<file path="src/rtl/adsr_envelope_gen_pkg.sv">
// Shared definitions for the ADSR envelope generator: state codes, level width
// and the widened add/subtract helpers used by the level datapath.
package adsr_envelope_gen_pkg;

    localparam int unsigned ENV_LEVEL_W = 16;
    localparam int unsigned ENV_OUT_W   = 8;

    typedef enum logic [2:0] {
        ENV_IDLE    = 3'd0,
        ENV_ATTACK  = 3'd1,
        ENV_DECAY   = 3'd2,
        ENV_SUSTAIN = 3'd3,
        ENV_RELEASE = 3'd4
    } env_state_e;

    typedef logic [ENV_LEVEL_W-1:0] env_level_t;
    typedef logic [ENV_LEVEL_W:0]   env_wide_t;

    // Extra MSB carries the overflow (add) or borrow (subtract) of a rate step.
    function automatic env_wide_t env_add_step(input env_level_t lvl, input logic [7:0] rate);
        return env_wide_t'(lvl) + env_wide_t'(rate) + env_wide_t'(1);
    endfunction

    function automatic env_wide_t env_sub_step(input env_level_t lvl, input logic [7:0] rate);
        return env_wide_t'(lvl) - env_wide_t'(rate) - env_wide_t'(1);
    endfunction

endpackage

</file>
<file path="src/rtl/adsr_envelope_gen_prescaler.sv">
// Free-running envelope tick prescaler: one tick every 2**PRESCALE_BITS enabled clocks.
module adsr_envelope_gen_prescaler #(
    parameter int unsigned PRESCALE_BITS = 8
) (
    input  logic clk,
    input  logic rst_n,
    input  logic enable_i,
    output logic tick_o
);

    logic [PRESCALE_BITS-1:0] cnt_q;
    logic [PRESCALE_BITS-1:0] cnt_d;

    always_comb begin
        cnt_d = cnt_q;
        if (enable_i) begin
            cnt_d = cnt_q + 1'b1;
        end
    end

    always_ff @(posedge clk) begin
        if (!rst_n) begin
            cnt_q <= '0;
        end else begin
            cnt_q <= cnt_d;
        end
    end

    assign tick_o = enable_i & (&cnt_q);

endmodule

</file>
<file path="src/rtl/adsr_envelope_gen.sv">
// Gate-driven ADSR envelope generator; env_out is the top byte of a 16-bit level
// that steps once per prescaler tick, while gate edges act immediately.
module adsr_envelope_gen
    import adsr_envelope_gen_pkg::*;
#(
    parameter int unsigned PRESCALE_BITS = 8
) (
    input  logic       clk,
    input  logic       rst_n,
    input  logic       enable,
    input  logic       gate,
    input  logic [7:0] attack_rate,
    input  logic [7:0] decay_rate,
    input  logic [7:0] sustain_level,
    input  logic [7:0] release_rate,
    output logic [7:0] env_out,
    output logic [2:0] env_state,
    output logic       env_active
);

    env_state_e state_q, state_d;
    env_level_t level_q, level_d;
    logic       gate_q, gate_d;

    logic       tick;
    logic       rise, fall;
    env_level_t sustain_target;
    env_wide_t  attack_sum, decay_diff, release_diff;

    adsr_envelope_gen_prescaler #(
        .PRESCALE_BITS (PRESCALE_BITS)
    ) u_prescaler (
        .clk      (clk),
        .rst_n    (rst_n),
        .enable_i (enable),
        .tick_o   (tick)
    );

    assign rise           = gate & ~gate_q;
    assign fall           = ~gate & gate_q;
    assign sustain_target = {sustain_level, 8'h00};
    assign attack_sum     = env_add_step(level_q, attack_rate);
    assign decay_diff     = env_sub_step(level_q, decay_rate);
    assign release_diff   = env_sub_step(level_q, release_rate);

    always_comb begin
        state_d = state_q;
        level_d = level_q;
        gate_d  = gate_q;

        if (enable) begin
            gate_d = gate;
            if (rise) begin
                state_d = ENV_ATTACK;
            end else if (fall) begin
                if (state_q == ENV_ATTACK || state_q == ENV_DECAY || state_q == ENV_SUSTAIN) begin
                    state_d = ENV_RELEASE;
                end
            end else begin
                // Illegal codes recover without a tick; legal states step on tick only.
                case (state_q)
                    ENV_IDLE: begin
                        if (tick) begin
                            level_d = '0;
                        end
                    end
                    ENV_ATTACK: begin
                        if (tick) begin
                            if (attack_sum[ENV_LEVEL_W] || (&attack_sum[ENV_LEVEL_W-1:0])) begin
                                level_d = '1;
                                state_d = ENV_DECAY;
                            end else begin
                                level_d = attack_sum[ENV_LEVEL_W-1:0];
                            end
                        end
                    end
                    ENV_DECAY: begin
                        if (tick) begin
                            if (decay_diff[ENV_LEVEL_W] ||
                                (decay_diff[ENV_LEVEL_W-1:0] <= sustain_target)) begin
                                level_d = sustain_target;
                                state_d = ENV_SUSTAIN;
                            end else begin
                                level_d = decay_diff[ENV_LEVEL_W-1:0];
                            end
                        end
                    end
                    ENV_SUSTAIN: begin
                        if (tick) begin
                            level_d = sustain_target;
                        end
                    end
                    ENV_RELEASE: begin
                        if (tick) begin
                            if (release_diff[ENV_LEVEL_W] ||
                                (release_diff[ENV_LEVEL_W-1:0] == '0)) begin
                                level_d = '0;
                                state_d = ENV_IDLE;
                            end else begin
                                level_d = release_diff[ENV_LEVEL_W-1:0];
                            end
                        end
                    end
                    default: begin
                        state_d = ENV_IDLE;
                    end
                endcase
            end
        end
    end

    always_ff @(posedge clk) begin
        if (!rst_n) begin
            state_q <= ENV_IDLE;
            level_q <= '0;
            gate_q  <= 1'b0;
        end else begin
            state_q <= state_d;
            level_q <= level_d;
            gate_q  <= gate_d;
        end
    end

    assign env_out    = level_q[ENV_LEVEL_W-1 -: ENV_OUT_W];
    assign env_state  = state_q;
    assign env_active = (state_q != ENV_IDLE);

endmodule

</file>
<file path="config.mk">
export PLATFORM = sky130hd
export DESIGN_NAME = adsr_envelope_gen
export DESIGN_NICKNAME = d
export VERILOG_FILES = /design/src/rtl/adsr_envelope_gen_pkg.sv /design/src/rtl/adsr_envelope_gen_prescaler.sv /design/src/rtl/adsr_envelope_gen.sv
export SDC_FILE = /design/constraint.sdc
export NUM_CORES = 1
export LEC_CHECK = 0
export ABC_CLOCK_PERIOD_IN_PS = 6300
export BUFFER_PORTS_ARGS = -buffer_cell sky130_fd_sc_hd__buf_2
export CELL_PAD_IN_SITES_DETAIL_PLACEMENT = 1
export CELL_PAD_IN_SITES_GLOBAL_PLACEMENT = 1
export CORE_MARGIN = 1.5
export CORE_UTILIZATION = 47
export CTS_CLUSTER_SIZE = 30
export DETAILED_ROUTE_END_ITERATION = 7
export PLACE_DENSITY = 0.89
export SLEW_MARGIN = 20
export SYNTH_ARGS = -nofsm -noshare
export SYNTH_HDL_FRONTEND = slang
export SYNTH_SLANG_ARGS = --single-unit
export TNS_END_PERCENT = 5
</file>
<file path="constraint.sdc">
create_clock -name clk -period 6.3 [get_ports clk]
set_clock_uncertainty 0.2 [all_clocks]
set_input_delay 0.315 -clock clk [delete_from_list [all_inputs] [get_ports clk]]
set_output_delay 0.315 -clock clk [all_outputs]
set_load 0.01 [all_outputs]
</file>
Word level (Yosys, flattened, before mapping)
Cells that the tools add are included.
{"block": "classes", "eq_ne": 17, "magnitude_cmp": 1, "reduce_logical": 14, "addsub": 7, "muxes": 19, "bitwise": 7}
{"operator": "$mux W16", "n": 8}
{"operator": "$pmux W16 S5", "n": 1}
{"operator": "$sub A16 B8 Y17", "n": 2}
{"operator": "$sub A17 B1 Y17 const B", "n": 2}
{"operator": "$mux W3", "n": 9}
{"operator": "$reduce_and A9 Y1", "n": 2}
{"operator": "$add A16 B8 Y17", "n": 1}
{"operator": "$add A17 B1 Y17 const B", "n": 1}
{"operator": "$le A16 B16 Y1", "n": 1}
{"operator": "$logic_not A16 Y1", "n": 1}
{"operator": "$ne A4 B4 Y1 const B", "n": 4}
{"operator": "$reduce_and A16 Y1", "n": 1}
{"operator": "$pmux W3 S4", "n": 1}
{"operator": "$ne A2 B2 Y1 const B", "n": 5}
{"operator": "$add A8 B1 Y8 const B", "n": 1}
{"operator": "$ne A4 B3 Y1 const B", "n": 2}
{"operator": "$reduce_and A8 Y1", "n": 1}
{"operator": "$eq A3 B2 Y1 const B", "n": 2}
{"operator": "$logic_or A1 B1 Y1", "n": 5}
{"operator": "$reduce_bool A5 Y1", "n": 1}
{"operator": "$not A1 Y1", "n": 4}
{"operator": "$and A1 B1 Y1", "n": 3}
{"operator": "$eq A3 B1 Y1 const B", "n": 1}
{"operator": "$eq A3 B3 Y1 const B", "n": 1}
{"operator": "other kinds (5)", "n": 5}
{"block": "word_totals", "word_cells": 69, "regBits": 28, "input_bits": 36}

Depth between registers and ports, before layout
Gate-level depths: netlist (run 1).
{"block": "depth", "depth_word": 9, "depth_mapped": 21, "ltp_nobuf": 20}

Modules after synthesis
From an unflattened synthesis (run 1), not the netlist that was laid out.
{"block": "hier_totals", "cells_unflattened": 498, "hier_area_um2": 3684.8}
{"mod": "adsr_envelope_gen", "cells_each": 459, "n_inst": 1, "seq_area_each_um2": 400.4, "area_per_inst_um2": 3316.9}
{"mod": "adsr_envelope_gen_prescaler", "cells_each": 39, "n_inst": 1, "seq_area_each_um2": 160.2, "area_per_inst_um2": 367.9}

Least setup slack after synthesis (run 1)
OpenSTA, ideal clock, no wires.
{"block": "synth_timing", "kind": "input-to-reg", "start": "input decay_rate[1]", "end": "register level_q[3]", "required_ns": 5.983, "setup_time_ns": 0.117, "cell_stages": 18, "setup_slack_ns": 2.404, "n_path_buf": 1, "arrival_ns": 3.579, "path_cell_list": "inv_1 > ha_1 > a211oi_1 > o31ai_1 > o22a_1 > a21oi_1 > and2_1 > nand2_1 > xnor2_1 > ha_1 > a21o_1 > a21o_1 > a211oi_1 > a2111oi_0 > and2_1 > buf_2 > a221o_1 > a22o_1"}
{"block": "synth_between", "elab_chain_len": 7}
{"item": "start: declaration", "line_no": "adsr_envelope_gen.sv:13", "source": "input logic [7:0] decay_rate,"}
{"item": "$sub A16 B8 Y17 *", "line_no": "adsr_envelope_gen_pkg.sv:25", "source": "return env_wide_t'(lvl) - env_wide_t'(rate) - env_wide_t'(1);"}
{"item": "$sub A17 B1 Y17 *", "line_no": "adsr_envelope_gen_pkg.sv:25"}
{"item": "$le A16 B16 Y1", "line_no": "adsr_envelope_gen.sv:80", "source": "(decay_diff[ENV_LEVEL_W-1:0] <= sustain_target)) begin"}
{"item": "$logic_or A1 B1 Y1", "line_no": "adsr_envelope_gen.sv:79", "source": "if (decay_diff[ENV_LEVEL_W] ||"}
{"item": "$mux W16 *", "line_no": "adsr_envelope_gen.sv:79"}
{"item": "$mux W16 *", "line_no": "adsr_envelope_gen.sv:78", "source": "if (tick) begin"}
{"item": "$pmux W16 S5 *", "line_no": "adsr_envelope_gen.sv:61", "source": "case (state_q)"}
{"item": "end signal: assignment", "line_no": "adsr_envelope_gen.sv:119", "source": "level_q <= level_d;"}
{"item": "end: declaration", "line_no": "adsr_envelope_gen.sv:22", "source": "env_level_t level_q, level_d;"}
Mark *: on every way between the ends. The rest lies on a longest branch, timed or not. The select of a mux whose other input is x is not followed.
A chain may end at the register's enable or synchronous reset.

Worst setup path in the final report (run 1)
{"block": "layout_timing", "start": "register level_q[0]", "end": "register level_q[2]"}
{"block": "layout_between", "elab_chain_len": 7, "elab_cells_between_ends": 19, "classes_between": "add/sub: 6; order compare: 1; mux: 7; reduce/logical: 5"}
{"item": "$sub A16 B8 Y17 / $add A16 B8 Y17 (equally long branches)", "line_no": "adsr_envelope_gen_pkg.sv:25, adsr_envelope_gen_pkg.sv:21"}
{"item": "$sub A17 B1 Y17 / $add A17 B1 Y17 (equally long branches)", "line_no": "adsr_envelope_gen_pkg.sv:25, adsr_envelope_gen_pkg.sv:21"}
{"item": "$le A16 B16 Y1, or another cell as far along", "line_no": "adsr_envelope_gen.sv:80"}
{"item": "$logic_or A1 B1 Y1, on equally long branches", "line_no": "adsr_envelope_gen.sv:79, adsr_envelope_gen.sv:69, adsr_envelope_gen.sv:95"}
{"item": "$mux W16, on equally long branches", "line_no": "adsr_envelope_gen.sv:79, adsr_envelope_gen.sv:69, adsr_envelope_gen.sv:95"}
{"item": "$mux W16, on equally long branches", "line_no": "adsr_envelope_gen.sv:78, adsr_envelope_gen.sv:68, adsr_envelope_gen.sv:94"}
{"item": "$pmux W16 S5 *", "line_no": "adsr_envelope_gen.sv:61"}
Marked as above.

==> reports/results.tsv, run 1 <==
stage	metric	value	unit
power_and_ir_drop	power_density	106	nW/um^2
final_layout	diodes	0	
final_layout	drive_gt1_share	13.1	%
global_routing	grt_max_degree	22	
yosys	synth_area_leaders	dfxtp_1 15%, ha_1 12%, a21oi_1 4.8%	
timing	finalMaxSlewViolations	0	
timing	clock.fmax	212	MHz
die	die_w	92.3	um
die	core_area	7730	um^2
power_and_ir_drop	ir_drop	0.0000850	V
final_layout	syn_to_final_growth	7.28	%
run	cap_violations	0	
timing	rsz0062_at_grt	no	
yosys	yosysMostFrequentCell	nand2_1	
setup_path	critical_path_required	6.29	ns
place	routabilityCongestion	0.960	
setup_path	critical_path.startpoint_type	flop	
yosys	synth-edff-count	0	
setup_path	rr_worst_depth	19	
clock_network	worstSkewPairLatency	0.30	ns
global_routing	grt_pass1_wl	20200	um
detailed_routing	drt_wl_total	12800	um
detailed_routing	drc	0	
die	rows	32	
clock_network	post-cts-setup-buffers	0	
timing	holdWs	0.102	ns
timing	setup_tns	0	ns
setup_path	cp-end-kind	flop	
global_routing	globalRoute.totalOverflow	0	
min_path	min_path_type	primary input to flop	
detailed_routing	wire_per_inst	20.3	um
yosys	synth_warnings	0	
yosys	syn_area_per_cell	7.33	um^2
yosys	seq_area_frac_synth	15.0	%
place	dpl.hpwl	10200	um
global_routing	antenna_found_initial	0	
clock_network	cts-root-buf	clkbuf_8	
final_layout	finalNetCount	603	
setup_path	worstPathArrival	4.69	ns
clock_network	cts-resized-gates	0	
final_layout	fin_util	52.0	%
clock_network	htree_levels	1	
global_routing	grtUsageTotal	30.2	%
clock_network	cts.clk_slew.worst_paths	0.12	ns
detailed_routing	first_iter_violations	270	
setup_path	critPathKind	flop to flop	
timing	tightest_slew	0.904	ns
yosys	synth_cells	511	
clock_network	cts_tree	done	
detailed_routing	drtPass1Iterations	5	
die	dieArea	8510	um^2
clock_network	cts_num_sinks	28	
detailed_routing	vias	4003	
place	io_buffers	47	
clock_network	cts_buffers	3	
timing	max_slew_margin	39.8	%
timing	period_share	74.7	%
yosys	ys_types	69	
power_and_ir_drop	leakage	1.77	nW
timing	hold_viol_final	0	
setup_path	worstPathMaxFanout	9	
timing	setup-violations-final	0	
yosys	syn_area	3740	um^2
detailed_routing	via_per_inst	6.35	
yosys	synth_commonest_cells	40 x nand2_1, 38 x inv_1, 36 x a21oi_1, 35 x ha_1, 35 x o21ai_0	
min_path	whs_path_depth	3	
die	initial_core_util	48.5	%
yosys	yosys_register_bits	28	
clock_network	cts_hold_buf	0	
yosys	netlist.area_leader.share	15.0	%
outcome	status	finished, final reports clean	
timing	fin_crit	4.71	ns
detailed_routing	antenna_left	0	
yosys	synth.largest_area_cell	dfxtp_1	
die	io_pins	48	
yosys	syn-num-nets	585	
yosys	ys.flop_type	dfxtp_1	
die	dieHeight	92.3	um
clock_network	cts_buffer_depth	2	
global_routing	grt_pass1_vias	3996	
yosys	async_flop_share	0	%
cells by family (layout without fill, tap and decap cells):
family / after synthesis / after routing / synth area share (%)
simple gates: 172 / 172 / 24.5
mux: 10 / 10 / 2.77
fa+ha+maj: 38 / 38 / 13.3
buf+inv: 73 / 90 / 8.39
compound gates: 154 / 154 / 27.7
flops: 28 / 28 / 15.0
xor+xnor: 36 / 36 / 8.42
layout by cell type (no fill, tap or decap), drive strengths merged, types with 4 or more instances in the layout:
master	Yosys	routed
xor2	17	17
a211oi	12	12
or2	4	4
a31oi	4	4
dfxtp	28	28
and3	10	10
nor3	13	13
a221oi	6	6
buf	12	48
or3	5	5
nor2b	9	9
nand3	13	13
o211ai	6	6
nand4	10	10
and2	8	8
nand2b	12	12
a21oi	37	37
a22oi	6	6
nand2	40	40
nor2	31	31
mux2i	7	7
a22o	7	7
ha	35	35
inv	38	38
a21o	8	8
nor4	4	4
o21ai	36	36
o2111ai	4	4
xnor2	19	19
per-stage QoR:
stage | power (mW) | instances | instance area (um^2) | setup WS, ns
final | 0.427 | 630 | 4020 | 1.59
after global routing | 0.440 | 630 | 4020 | 1.26
after CTS | 0.425 | 630 | 4020 | 1.72
after detailed placement | 0.271 | 626 | 3950 | 1.74
after global placement | 0.267 | 626 | 3940 | 1.83
after floorplan | 0.240 | 511 | 3740 | 2.40
report_power, final:
part | switching, mW | leakage [nW] | internal [mW]
sequential | 0.00311 | 0.226 | 0.179
clock | 0.0733 | 0.0357 | 0.0855
combinational | 0.0501 | 1.51 | 0.0358
total | 0.127 | 1.77 | 0.301
layout make-up:
class	instances	area [um^2]
Fill cell	1023	3710
Clock inverter	1	30.0
Inverter	38	143
Timing Repair Buffer	48	243
Multi-Input combinational cell	410	2870
Tap cell	102	128
Clock buffer	3	41.3
Sequential cell	28	561
worst paths after layout:
kind                                       start          end  slack (ns)
worst min register to register        level_q[1]   level_q[1]        0.32
worst min-delay path            sustain_level[5]  level_q[13]        0.10
worst max register to register        level_q[0]   level_q[2]        1.59
worst max-delay path                  level_q[0]   level_q[2]        1.59
critical path: stages, from the launching register on:
cell and delay, ns:
dfxtp_1 0.42, ha_1 0.21, inv_1 0.06, fa_1 0.39, nand2b_1 0.20, a21oi_1 0.20
o31ai_1 0.16, a21oi_1 0.32, nor3_1 0.11, xnor2_1 0.28, ha_1 0.29, nand2_1 0.09
o21bai_1 0.12, a21oi_1 0.10, a211oi_1 0.37, a2111oi_0 0.15, and2_1 0.32, o2bb2ai_1 0.17
o21ai_0 0.33, nand2_1 0.11
routing by layer:
metal  vias to the layer above  routed length [um]  global-route usage [%]
met2                       149                5940                    51.3
met1                      1930                5620                    38.5
met4                         0                 401                    10.6
li1                       1884                   -                       -
met3                        40                 809                    4.81
met5                         -                   0                       0
sequential cells by signal, summed over array words and instances (netlist names):
register           count
env_state              3
level_q               16
u_prescaler.cnt_q      8
gate_q                 1
(Power assumes the default switching activity.)
==> run 2, diff against run 1 <==
- ABC_CLOCK_PERIOD_IN_PS: 6300 -> 4800
- CORE_UTILIZATION: 47 -> 43
- PLACE_DENSITY: 0.89 -> 0.82
- clock period: 6.3 -> 4.8 ns (I/O delays scaled with it)
==> run 2 against run 1 <==
Against the previous run:
- clock power up 29%
- sequential power up 31%
- combinational power up 33%
==> reports/results.tsv, run 2 (same netlist as run 1, synthesis figures left out) <==
stage	metric	value	unit	change
global_routing	grt_max_degree	22		unchanged
setup_path	path_cells	ha_1 -> a211oi_1 -> o31ai_1 -> o22a_1 -> a21oi_2 -> and2_1 -> nand2_1 -> xnor2_1 -> ha_1 -> a21o_1 -> a21o_1 -> a211oi_1 -> a2111oi_1 -> nand2_1 -> nand2_1 -> a211oi_2 -> mux2i_1		
final_layout	largest_reg_flops	16		unchanged
clock_network	post-cts-setup-buffers	0		unchanged
detailed_routing	via_per_inst	6.35		about the same
timing	setup-violations-final	0		unchanged
clock_network	cts.clk_slew.worst_paths	0.12	ns	about the same
global_routing	grtUsageTotal	28.7	%	-1.5 points
final_layout	finalNetCount	608		+0.83%
global_routing	antenna_found_initial	0		unchanged
detailed_routing	first_iter_violations	225		-17%
global_routing	globalRoute.totalOverflow	0		unchanged
detailed_routing	antenna_left	0		unchanged
setup_path	critical_path.startpoint_type	flop		
detailed_routing	wire_per_inst	20.3	um	+0.35%
final_layout	fin_cells	638		+1.3%
global_routing	grt_pass1_vias	4150		+3.9%
final_layout	mostFrequentLayoutCell	buf_2		
clock_network	cts-root-buf	clkbuf_8		
timing	hold_viol_final	0		unchanged
run	cap_violations	0		unchanged
global_routing	grt_pass1_wl	20300	um	+0.54%
die	io_pins	48		unchanged
setup_path	cp_slowest_stage_delay	0.43	ns	about the same
clock_network	cts_num_sinks	28		unchanged
setup_path	path_common_cell	nand2_1		
detailed_routing	drt_wl_total	13000	um	+1.6%
timing	clock.fmax	215	MHz	+1.3%
power_and_ir_drop	power_density	137	nW/um^2	+29%
setup_path	worstPathArrival	4.68	ns	about the same
die	core_area	8340	um^2	+7.9%
die	dieHeight	96.3	um	+4.4%
place	routabilityCongestion	0.960		about the same
setup_path	worstPathMaxFanout	7		-2
setup_path	cp_slowest_cell	dfxtp_1		
die	rows	33		+3.1%
clock_network	cts_buffers	3		unchanged
outcome	status	finished, final reports clean		
die	die_w	96.3	um	+4.4%
place	placed_cells	634		+1.3%
final_layout	layout_common_cells	47 x buf_2, 40 x nand2_1, 38 x inv_1, 35 x a21oi_1, 35 x ha_1		
setup_path	critPathBufInv	0		-1
setup_path	cp-end-kind	flop		
power_and_ir_drop	total_power	559	uW	+31%
final_layout	syn_to_final_growth	8.55	%	
clock_network	cts_buffer_depth	2		unchanged
setup_path	critical_path_required	4.83	ns	-1.46 ns
detailed_routing	drtPass1Iterations	5		unchanged
timing	finalMaxSlewViolations	0		unchanged
final_layout	diodes	0		unchanged
timing	fin_crit	4.65	ns	-0.0590 ns
timing	period_share	96.8	%	+22 points
final_layout	largest-register	level_q		
setup_path	critPathKind	flop to flop		
clock_network	htree_levels	1		unchanged
min_path	min_path_type	primary input to flop		
die	initial_core_util	44.9	%	-3.6 points
final_layout	drive_gt1_share	14.3	%	+1.2 points
timing	max_slew_margin	42.4	%	+2.7 points
power_and_ir_drop	ir_drop	0.000110	V	+29%
clock_network	cts_tree	done		
place	dpl.hpwl	10400	um	+2.3%
final_layout	fin_util	48.7	%	-3.3 points
clock_network	worstSkewPairLatency	0.30	ns	about the same
detailed_routing	drc	0		unchanged
detailed_routing	vias	4053		+1.2%
timing	tightest_slew	0.863	ns	-0.0402 ns
timing	rsz0062_at_grt	yes		
setup_path	critPathTopFamily	compound AO/OA/AOI/OAI gates		
place	io_buffers	47		unchanged
power_and_ir_drop	leakage	1.80	nW	+1.6%
die	dieArea	9280	um^2	+9.0%
## run 2: cell count changes in the layout (fill, tap and decap cells not counted), sizes merged
cell / delta
buf: +5
## run 2: timing repair
item / CTS / global route
gates resized for setup: 0 / 4
hold buffers: 0 / 0
setup endpoints to repair: 0 / 13
endpoints found under the hold margin: 0 / 0
## run 2: path summary, 6_finish.rpt
kind | endpoint | slack, ns | start | depth (start not counted)
setup / recovery | env_state[0] | 0.15 | level_q[1] | 17
hold / removal | level_q[13] | 0.03 | sustain_level[5] | 3
setup reg to reg | env_state[0] | 0.15 | level_q[1] | 17
hold reg to reg | level_q[1] | 0.33 | level_q[1] | 2
## run 2: layer usage
metal	wire [um]	track usage, %
met5	0	0
met4	425	9.66
met3	816	3.79
met2	6210	51.1
met1	5530	35.2
## run 2: worst reg2reg max path: stages (launching register included)
cell       delay, ns
dfxtp_1         0.43
ha_1            0.27
a211oi_1        0.35
o31ai_1         0.19
o22a_1          0.26
a21oi_2         0.25
and2_1          0.22
nand2_1         0.09
xnor2_1         0.24
ha_1            0.29
a21o_1          0.17
a21o_1          0.17
a211oi_1        0.38
a2111oi_1       0.12
nand2_1         0.24
nand2_1         0.13
a211oi_2        0.34
mux2i_1         0.24
## run 2: layout make-up
cell class,instances,area [um^2]
Multi-Input combinational cell,410,2880
Inverter,38,143
Sequential cell,28,561
Tap cell,105,131
Timing Repair Buffer,53,280
Clock buffer,3,41.3
Clock inverter,1,30.0
Fill cell,1108,4280
## run 2: where the power goes
| part | switching [mW] | internal (mW) |
|---|---|---|
| clock | 0.0930 | 0.112 |
| combinational | 0.0672 | 0.0471 |
| sequential | 0.00417 | 0.235 |
## run 2: through the flow
step | area (um^2) | hold slack [ns] | setup TNS, ns | setup slack [ns]
finish | 4070 | 0.0327 | 0 | 0.152
global route | 4070 | 0.0662 | -0.100 | -0.0619
CTS | 4060 | 0.0329 | 0 | 0.188
detailed placement | 3990 | 0.312 | 0 | 0.168
global placement | 3990 | 0.285 | 0 | 0.256
floorplan | 3740 | 0.210 | 0 | 0.912
